==> config.mk <==
export PLATFORM = sky130hd
export DESIGN_NAME = aftab_mux_nto1_reg
export DESIGN_NICKNAME = d
export VERILOG_FILES = /design/src/rtl/aftab_mux_nto1_reg.sv
export SDC_FILE = /design/constraint.sdc
export NUM_CORES = 1
export LEC_CHECK = 0
export CORE_MARGIN = 5
export CORE_UTILIZATION = 43
export CTS_BUF_LIST = sky130_fd_sc_hd__clkbuf_8
export DETAILED_ROUTE_END_ITERATION = 6
export PLACE_DENSITY = 0.83
export SKIP_LAST_GASP = 1
export SYNTH_ARGS = -nofsm -noshare
export SYNTH_HDL_FRONTEND = slang
export SYNTH_SLANG_ARGS = --single-unit
==> constraint.sdc <==
create_clock -name clk -period 1.8 [get_ports clk]
set_clock_uncertainty 0.05 [all_clocks]
set_input_delay 0.36 -clock clk [delete_from_list [all_inputs] [get_ports clk]]
set_output_delay 0.36 -clock clk [all_outputs]
set_load 0.01 [all_outputs]
==> src/rtl/aftab_mux_nto1_reg.sv <==
`default_nettype none
// ============================================================================
// Module  : aftab_mux_nto1_reg
// Brief   : Registered N-to-1 selector with valid/ready output and skid buffer
// Revision: 1.0 - initial release
// ============================================================================
module aftab_mux_nto1_reg #(
    parameter  int SIZE   = 33,
    parameter  int INPUTS = 4,
    localparam int SELW   = (INPUTS > 1) ? $clog2(INPUTS) : 1
) (
    input  logic                   clk,
    input  logic                   rst,
    input  logic [INPUTS*SIZE-1:0] data_in,
    input  logic [SELW-1:0]        sel,
    input  logic                   in_valid,
    output logic                   in_ready,
    output logic [SIZE-1:0]        result,
    output logic                   out_valid,
    input  logic                   out_ready,
    output logic                   sel_err,
    input  logic                   clr_err
);

    // State bits are {out_valid, skid_valid}; 2'b01 is unreachable.
    typedef enum logic [1:0] {
        EMPTY = 2'b00,
        ONE   = 2'b10,
        FULL  = 2'b11
    } state_t;

    localparam logic [SELW:0] c_inputs = INPUTS[SELW:0];

    state_t            r_state;
    state_t            w_next;
    logic [SIZE-1:0]   r_result;
    logic [SIZE-1:0]   r_skid;
    logic              r_sel_err;
    logic [SIZE-1:0]   w_sel_word;
    logic              w_sel_bad;
    logic              w_accept;
    logic              w_xfer;
    logic              w_load_main;
    logic              w_load_skid;
    logic              w_main_from_skid;

    assign in_ready  = ~r_state[0];
    assign out_valid = r_state[1];
    assign result    = r_result;
    assign sel_err   = r_sel_err;

    assign w_accept  = in_valid & in_ready;
    assign w_xfer    = out_valid & out_ready;
    assign w_sel_bad = ({1'b0, sel} >= c_inputs);

    // Out-of-range selects match no input and yield an all-zero word.
    always_comb begin
        w_sel_word = '0;
        for (int k = 0; k < INPUTS; k++) begin
            if (sel == SELW'(k)) begin
                w_sel_word = data_in[k*SIZE +: SIZE];
            end
        end
    end

    always_comb begin
        w_next           = r_state;
        w_load_main      = 1'b0;
        w_load_skid      = 1'b0;
        w_main_from_skid = 1'b0;
        case (r_state)
            EMPTY: begin
                if (w_accept) begin
                    w_next      = ONE;
                    w_load_main = 1'b1;
                end
            end
            ONE: begin
                if (w_accept && !w_xfer) begin
                    w_next      = FULL;
                    w_load_skid = 1'b1;
                end else if (w_accept && w_xfer) begin
                    w_load_main = 1'b1;
                end else if (w_xfer) begin
                    w_next = EMPTY;
                end
            end
            FULL: begin
                if (w_xfer) begin
                    w_next           = ONE;
                    w_main_from_skid = 1'b1;
                end
            end
            default: w_next = EMPTY;
        endcase
    end

    always_ff @(posedge clk or negedge rst) begin
        if (!rst) begin
            r_state <= EMPTY;
        end else begin
            r_state <= w_next;
        end
    end

    always_ff @(posedge clk or negedge rst) begin
        if (!rst) begin
            r_result  <= '0;
            r_skid    <= '0;
            r_sel_err <= 1'b0;
        end else begin
            if (w_load_main) begin
                r_result <= w_sel_word;
            end else if (w_main_from_skid) begin
                r_result <= r_skid;
            end
            if (w_load_skid) begin
                r_skid <= w_sel_word;
            end
            // A new error takes priority over a clear in the same cycle.
            if (w_accept && w_sel_bad) begin
                r_sel_err <= 1'b1;
            end else if (clr_err) begin
                r_sel_err <= 1'b0;
            end
        end
    end

endmodule
`default_nettype wire

==> results of run 1 <==
-- logic make-up after synthesis --
| family | count (synthesis) | synth area share, % |
|---|---|---|
| other cells | 1 | 0.09977 |
| compound gates | 43 | 6.225 |
| buf+inv | 24 | 3.762 |
| simple gates | 41 | 4.527 |
| fa+ha+maj | 4 | 1.332 |
| mux | 99 | 38.55 |
| xor+xnor | 1 | 0.2331 |
| flops | 68 | 45.27 |
-- registers in the layout (all words and copies together) (netlist names) --
| register | cells |
|---|---|
| result | 33 |
| r_state | 2 |
| r_skid | 33 |
-- layout make-up --
| cell class | instances | area, µm² |
|---|---|---|
| repair buffers | 186 | 1938 |
| flip-flops and latches | 68 | 1704 |
| clock buffers | 10 | 137.6 |
| multi-input cells | 189 | 1928 |
| fillers | 623 | 2674 |
| inverters | 2 | 7.507 |
| well taps | 108 | 135.1 |
| clock inverters | 6 | 111.4 |
-- through the flow --
step           cells  power (µW)
2_1_floorplan    281        4366
3_3_place_gp     552        5831
6_report         569        7555
4_1_cts          569        7635
3_5_place_dp     552        6057
5_1_grt          569        8020
-- repair_timing --
| action | 4_1_cts | 5_1_grt |
|---|---|---|
| hold endpoints to repair | 60 | 0 |
| resized for setup | 2 | 1 |
| setup endpoints to repair | 2 | 7 |
| hold buffers | 1 | 0 |
| pin swaps | 0 | 0 |
-- cells in the final DEF (no fill, tap or decap), types with 2 or more instances in the layout --
cell type	netlist	routed
buf_2	14	3
mux4_2	32	32
clkbuf_8	0	10
mux2_2	33	33
nand2b_1	2	2
nand3_2	1	2
dfrtp_2	0	2
bufinv_16	0	3
dfrtp_1	68	66
inv_1	2	2
nand2_1	35	35
buf_12	0	10
mux2i_1	33	33
clkdlybuf4s50_1	0	168
a21oi_1	3	3
o21ai_0	34	34
buf_4	1	3
ha_1	4	4
-- path summary, 6_finish.rpt --
path	start	to	slack, ns	cells after the start
hold reg to reg	r_skid[19]	r_skid[19]	0.46	1
hold / removal	r_skid[19]	r_skid[19]	0.46	1
setup / recovery	r_state[1]	out_valid	0.01	1
max in group asynchronous	rst	r_state[0]	0.90	3
min in group asynchronous	rst	r_skid[17]	0.49	3
setup reg to reg	r_state[1]	r_state[1]	0.10	4
-- report_power, final --
| group | internal [µW] | leakage (µW) | switching (µW) | total, µW |
|---|---|---|---|---|
| combinational | 1930 | 0.00162 | 1340 | 3270 |
| clock | 958 | 0.000122 | 604 | 1560 |
| sequential | 2290 | 0.000825 | 428 | 2720 |
-- cells in the mapped netlist, types with 2 or more instances --
library cell / count / area, µm²
mux4_2: 32 / 720.7
dfrtp_1: 68 / 1702
nand2_1: 35 / 131.4
a21oi_1: 3 / 15.01
clkbuf_1: 3 / 11.26
mux2_2: 33 / 371.6
buf_2: 14 / 70.07
inv_1: 2 / 7.510
ha_1: 4 / 50.05
nand2b_1: 2 / 12.51
mux2i_1: 33 / 330.3
o21ai_0: 34 / 170.2
buf_6: 4 / 45.04
-- per-layer routing --
metal / routed length [µm] / share of wire [%]
met4: 297 / 2.9
met2: 5696 / 56
met1: 3553 / 35
met3: 696 / 6.8
met5: 0 / 0
==> results.sh, run 1 <==
export IMPL_dp_worst_setup_slack_ns=-0.07367
export IMPL_maximum_vdd_drop_mv=0.5055
export IMPL_final_hold_viol_count=0
export IMPL_synth_fp_nets=424
export IMPL_grt_use_total_pct=19.74
export IMPL_top_usage_layer="met2"
export IMPL_run_status="completed"
export IMPL_min_delay_path_class="register to register"
export IMPL_ys_dominant_reg_cell="dfrtp_1"
export IMPL_start_kind="register"
export IMPL_slew_violations=0
export IMPL_timing_critical_path_slowest_cell_delay_ns=0.57
export IMPL_slowest_cell_on_the_critical_path="clkdlybuf4s50_1"
export IMPL_drtAntennaViolNets=0
export IMPL_critical_path_n_buffers_inverters=1
export IMPL_grt_remaining_overflow=0
export IMPL_postSynthCellCount=281
export IMPL_seq_area_frac_synth_pct=45.27
export IMPL_dp_final_hpwl_um=8028
export IMPL_max_fanout_on_critical_path=9
export IMPL_async_reset_ff_share_pct=100.0
export IMPL_mean_instance_size_in_the_synthesized_netlist_um2=13.38
export IMPL_post_route_hold_slack_ns=0.4614
export IMPL_grt_max_degree=69
export IMPL_maxCapViolCount=0
export IMPL_met1_usage_pct=20.93
export IMPL_power_density_cell_area_nw_per_um2=1267
export IMPL_number_of_nets_at_the_end_of_the_flow=599
export IMPL_synth_cell_area_um2=3759
export IMPL_final_cell_area_um2=5962
export IMPL_final_setup_viol_count=0
export IMPL_rows=34
export IMPL_drc_errors=0
export IMPL_p_leak_uw=0.002565
export IMPL_cts_root_buf="clkbuf_8"
export IMPL_num_vias=3015
export IMPL_timing_final_ws_setup_ns=0.01496
export IMPL_postLayoutCoreUtil_pct=69.04
export IMPL_grt_antenna_before_repair=0
export IMPL_die_height_um=103.5
export IMPL_numCtsBuffers=9
export IMPL_clk_insertion_delay_late_ns=0.36
export IMPL_tritoncts="built"
export IMPL_dpl_cell_area_um2=5702
export IMPL_buffer_ports_inserted=172
export IMPL_yosys_cell_types_count=27
export IMPL_global_routing_met2_resource_utilization_pct=36.62
export IMPL_fp_dieW_um=103.5
export IMPL_end_kind="output pin"
export IMPL_required_ns=1.39
export IMPL_wire_length_of_the_first_global_routing_pass_um=15970
export IMPL_tritoncts_num_sinks=68
export IMPL_cpLargestDelayFamily="buffers and inverters"
export IMPL_io_pins=175
export IMPL_syn_to_final_growth_pct=58.62
export IMPL_grt_setup_unrepaired="yes"
export IMPL_route_detailed_wl_per_inst_um=18.00
export IMPL_cp_cell_sequence="clkdlybuf4s50_1"
export IMPL_clk_transition_reported_paths_ns=0.08
export IMPL_synth_edf_count=0
export IMPL_effective_utilization_at_floorplan_pct=43.52
export IMPL_n_antenna_cell=0
export IMPL_h_tree_depth=3
export IMPL_post_route_min_period_ns=1.785
export IMPL_min_period_over_period_pct=99.17
export IMPL_max_freq_mhz=560.2
export IMPL_drive_above_1_share_pct=22.13
export IMPL_core_area_um2=8636
export IMPL_firstDrtPassIters=4
export IMPL_yosys_register_bits=68
export IMPL_yosys_warnings=0
export IMPL_detail_route_vias_per_cell=5.299
export IMPL_groute_layer_met3_usage_pct=4.896
export IMPL_critical_path_arrival_ns=1.38
export IMPL_finalWeightedCongestion=0.7032
export IMPL_vias_in_the_first_global_route=3388
export IMPL_cts_repair_timing_setup_buffer_count=0
export IMPL_floorplan_die_area_um2=10710
export IMPL_setup_tns_ns=0
export IMPL_postRouteWirelength_um=10240
export IMPL_drtIter0Drc=63
export IMPL_timing_setup_critical_path_class="register to output pin"
export IMPL_cts_root_to_sink_buffers=2
Note: power is estimated with default switching activity, not from simulation.
==> run 2: changes to the inputs <==
Settings changed: CTS_CLUSTER_DIAMETER set to 40.
==> results of run 2 <==
The final DEF is identical to that of run 1; final timing and power are the same.
==> run 3: changes to the inputs <==
Settings changed: CTS_CLUSTER_DIAMETER 40 to not set.
Clock period 1.8 ns to 1.7 ns, I/O delays scaled along.
==> results.sh, run 3 (same netlist as run 1, synthesis figures left out) <==
export IMPL_run_status="completed"
export IMPL_grt_use_total_pct=19.99
export IMPL_io_pins=175
export IMPL_grt_remaining_overflow=0
export IMPL_vias_in_the_first_global_route=3422
export IMPL_p_int_uw=5354
export IMPL_detail_route_vias_per_cell=5.322
export IMPL_share_comb_of_total_power_pct=47.0
export IMPL_drc_errors=0
export IMPL_tritoncts_num_sinks=68
export IMPL_sequentialPowerShare_pct=36.1
export IMPL_cts_root_to_sink_buffers=2
export IMPL_tritoncts="built"
export IMPL_clk_transition_reported_paths_ns=0.07
export IMPL_start_kind="register"
export IMPL_cts_root_buf="clkbuf_8"
export IMPL_power_net_switching_uw=2565
export IMPL_layout_cells_non_filler=577
export IMPL_power_density_cell_area_nw_per_um2=1303
export IMPL_min_delay_path_class="register to register"
export IMPL_p_leak_uw=0.002707
export IMPL_route_detailed_wl_per_inst_um=18.71
export IMPL_post_route_min_period_ns=1.668
export IMPL_layout_common_cells="clkdlybuf4s50_1 (159), dfrtp_1 (67), nand2_1 (35)"
export IMPL_grt_max_degree=69
export IMPL_placed_cells=555
export IMPL_critical_path_arrival_ns=1.83
export IMPL_power_switching_share_pct=32.39
export IMPL_required_ns=1.86
export IMPL_n_antenna_cell=0
export IMPL_end_kind="register"
export IMPL_drtIter0Drc=68
export IMPL_floorplan_die_area_um2=10710
export IMPL_max_freq_mhz=599.4
export IMPL_power_clock_fraction_pct=16.9
export IMPL_rows=34
export IMPL_num_vias=3071
export IMPL_wire_length_of_the_first_global_routing_pass_um=16180
export IMPL_syn_to_final_growth_pct=61.72
export IMPL_drtAntennaViolNets=0
export IMPL_h_tree_depth=3
export IMPL_grt_antenna_before_repair=0
export IMPL_die_height_um=103.5
export IMPL_numCtsBuffers=9
export IMPL_max_fanout_on_critical_path=10
export IMPL_regToRegSetupSlack_ns=0.03
export IMPL_drive_above_1_share_pct=23.88
export IMPL_maximum_vdd_drop_mv=0.7105
export IMPL_finalWeightedCongestion=0.8379
export IMPL_effective_utilization_at_floorplan_pct=43.52
export IMPL_clk_insertion_delay_late_ns=0.33
export IMPL_core_area_um2=8636
export IMPL_final_hold_viol_count=0
export IMPL_post_route_hold_slack_ns=0.4564
export IMPL_buffer_ports_inserted=172
export IMPL_grt_setup_unrepaired="yes"
export IMPL_final_setup_viol_count=0
export IMPL_maxCapViolCount=0
export IMPL_min_period_over_period_pct=98.13
export IMPL_fp_dieW_um=103.5
export IMPL_most_frequent_standard_cell_in_the_layout_excluding_fill_and_tap_cells="clkdlybuf4s50_1"
export IMPL_postRouteWirelength_um=10790
export IMPL_number_of_nets_at_the_end_of_the_flow=607
export IMPL_timing_setup_critical_path_class="register to register"
export IMPL_dp_final_hpwl_um=8004
export IMPL_slew_violations=0
export IMPL_firstDrtPassIters=4
-- run 3: changes by cell type in the layout (fill, tap and decap cells not counted), sizes merged --
cell / before / now
dlymetal6s2s: 0 / 8
buf: 16 / 21
clkbuf: 10 / 14
inv: 2 / 3
clkdlybuf4s50: 168 / 159
bufinv: 3 / 1
dlygate4sd2: 1 / 2
-- run 3: path summary, 6_finish.rpt --
kind | start | end | depth (start not counted)
min in group asynchronous | rst | r_skid[20] | 3
hold reg to reg | r_skid[18] | r_skid[18] | 1
setup reg to reg | r_state[1] | result[14] | 6
setup / recovery | r_state[1] | result[14] | 6
max in group asynchronous | rst | r_state[1] | 3
hold / removal | r_skid[18] | r_skid[18] | 1
-- run 3: final cells by class --
type / count / area [µm²]
fill: 621 / 2557
clock inverter: 5 / 51.30
clock buffer: 11 / 151.4
multi-input combinational: 189 / 1961
timing repair buffer: 194 / 2069
sequential: 68 / 1703
tap: 108 / 135.1
inverter: 2 / 7.507
-- run 3: worst max-delay path: stages, from the launching register on --
cell,delay (ns)
dfrtp_2,0.45
buf_4,0.16
ha_2,0.22
nand3_4,0.17
clkbuf_16,0.21
mux2i_1,0.19
o21ai_0,0.09
-- run 3: layer usage --
layer	up-vias	routed length (µm)	track usage, %
met4	0	198	7.669
met2	108	6056	36.52
met5	-	0	0
met3	15	650	5.567
li1	1416	-	-
met1	1532	3887	21.88
-- run 3: through the flow --
| stage | cell area [µm²] | setup TNS (ns) | total power (µW) | setup WS, ns | utilization [%] |
|---|---|---|---|---|---|
| 5_1_grt | 6078 | -0.1352 | 8443 | -0.02554 | 70.39 |
| 4_1_cts | 5951 | 0 | 7829 | 0.005686 | 68.91 |
| 3_3_place_gp | 5724 | -4.705 | 6221 | -0.1277 | 66.29 |
| 6_report | 6078 | 0 | 7919 | 0.03176 | 70.39 |
| 3_5_place_dp | 5724 | -7.130 | 6450 | -0.1579 | 66.29 |
| 2_1_floorplan | 3759 | 0 | 4623 | 0.03686 | - |
-- run 3: power by group through the flow --
stage,Clock [µW],Sequential [µW],Combinational (µW)
floorplan,0,2970,1650
global placement,0,2820,3400
detailed placement,0,2890,3560
CTS,1370,2850,3610
global route,1460,2950,4030
finish,1340,2860,3720
-- run 3: repair_timing --
item                                    4_1_cts  5_1_grt
buffers inserted                              2        0
gates cloned                                  0        3
pin swaps                                     0        2
endpoints found under the setup margin       32       70
endpoints found under the hold margin        68        0
resized for setup                             3       14
hold buffers                                  1        0
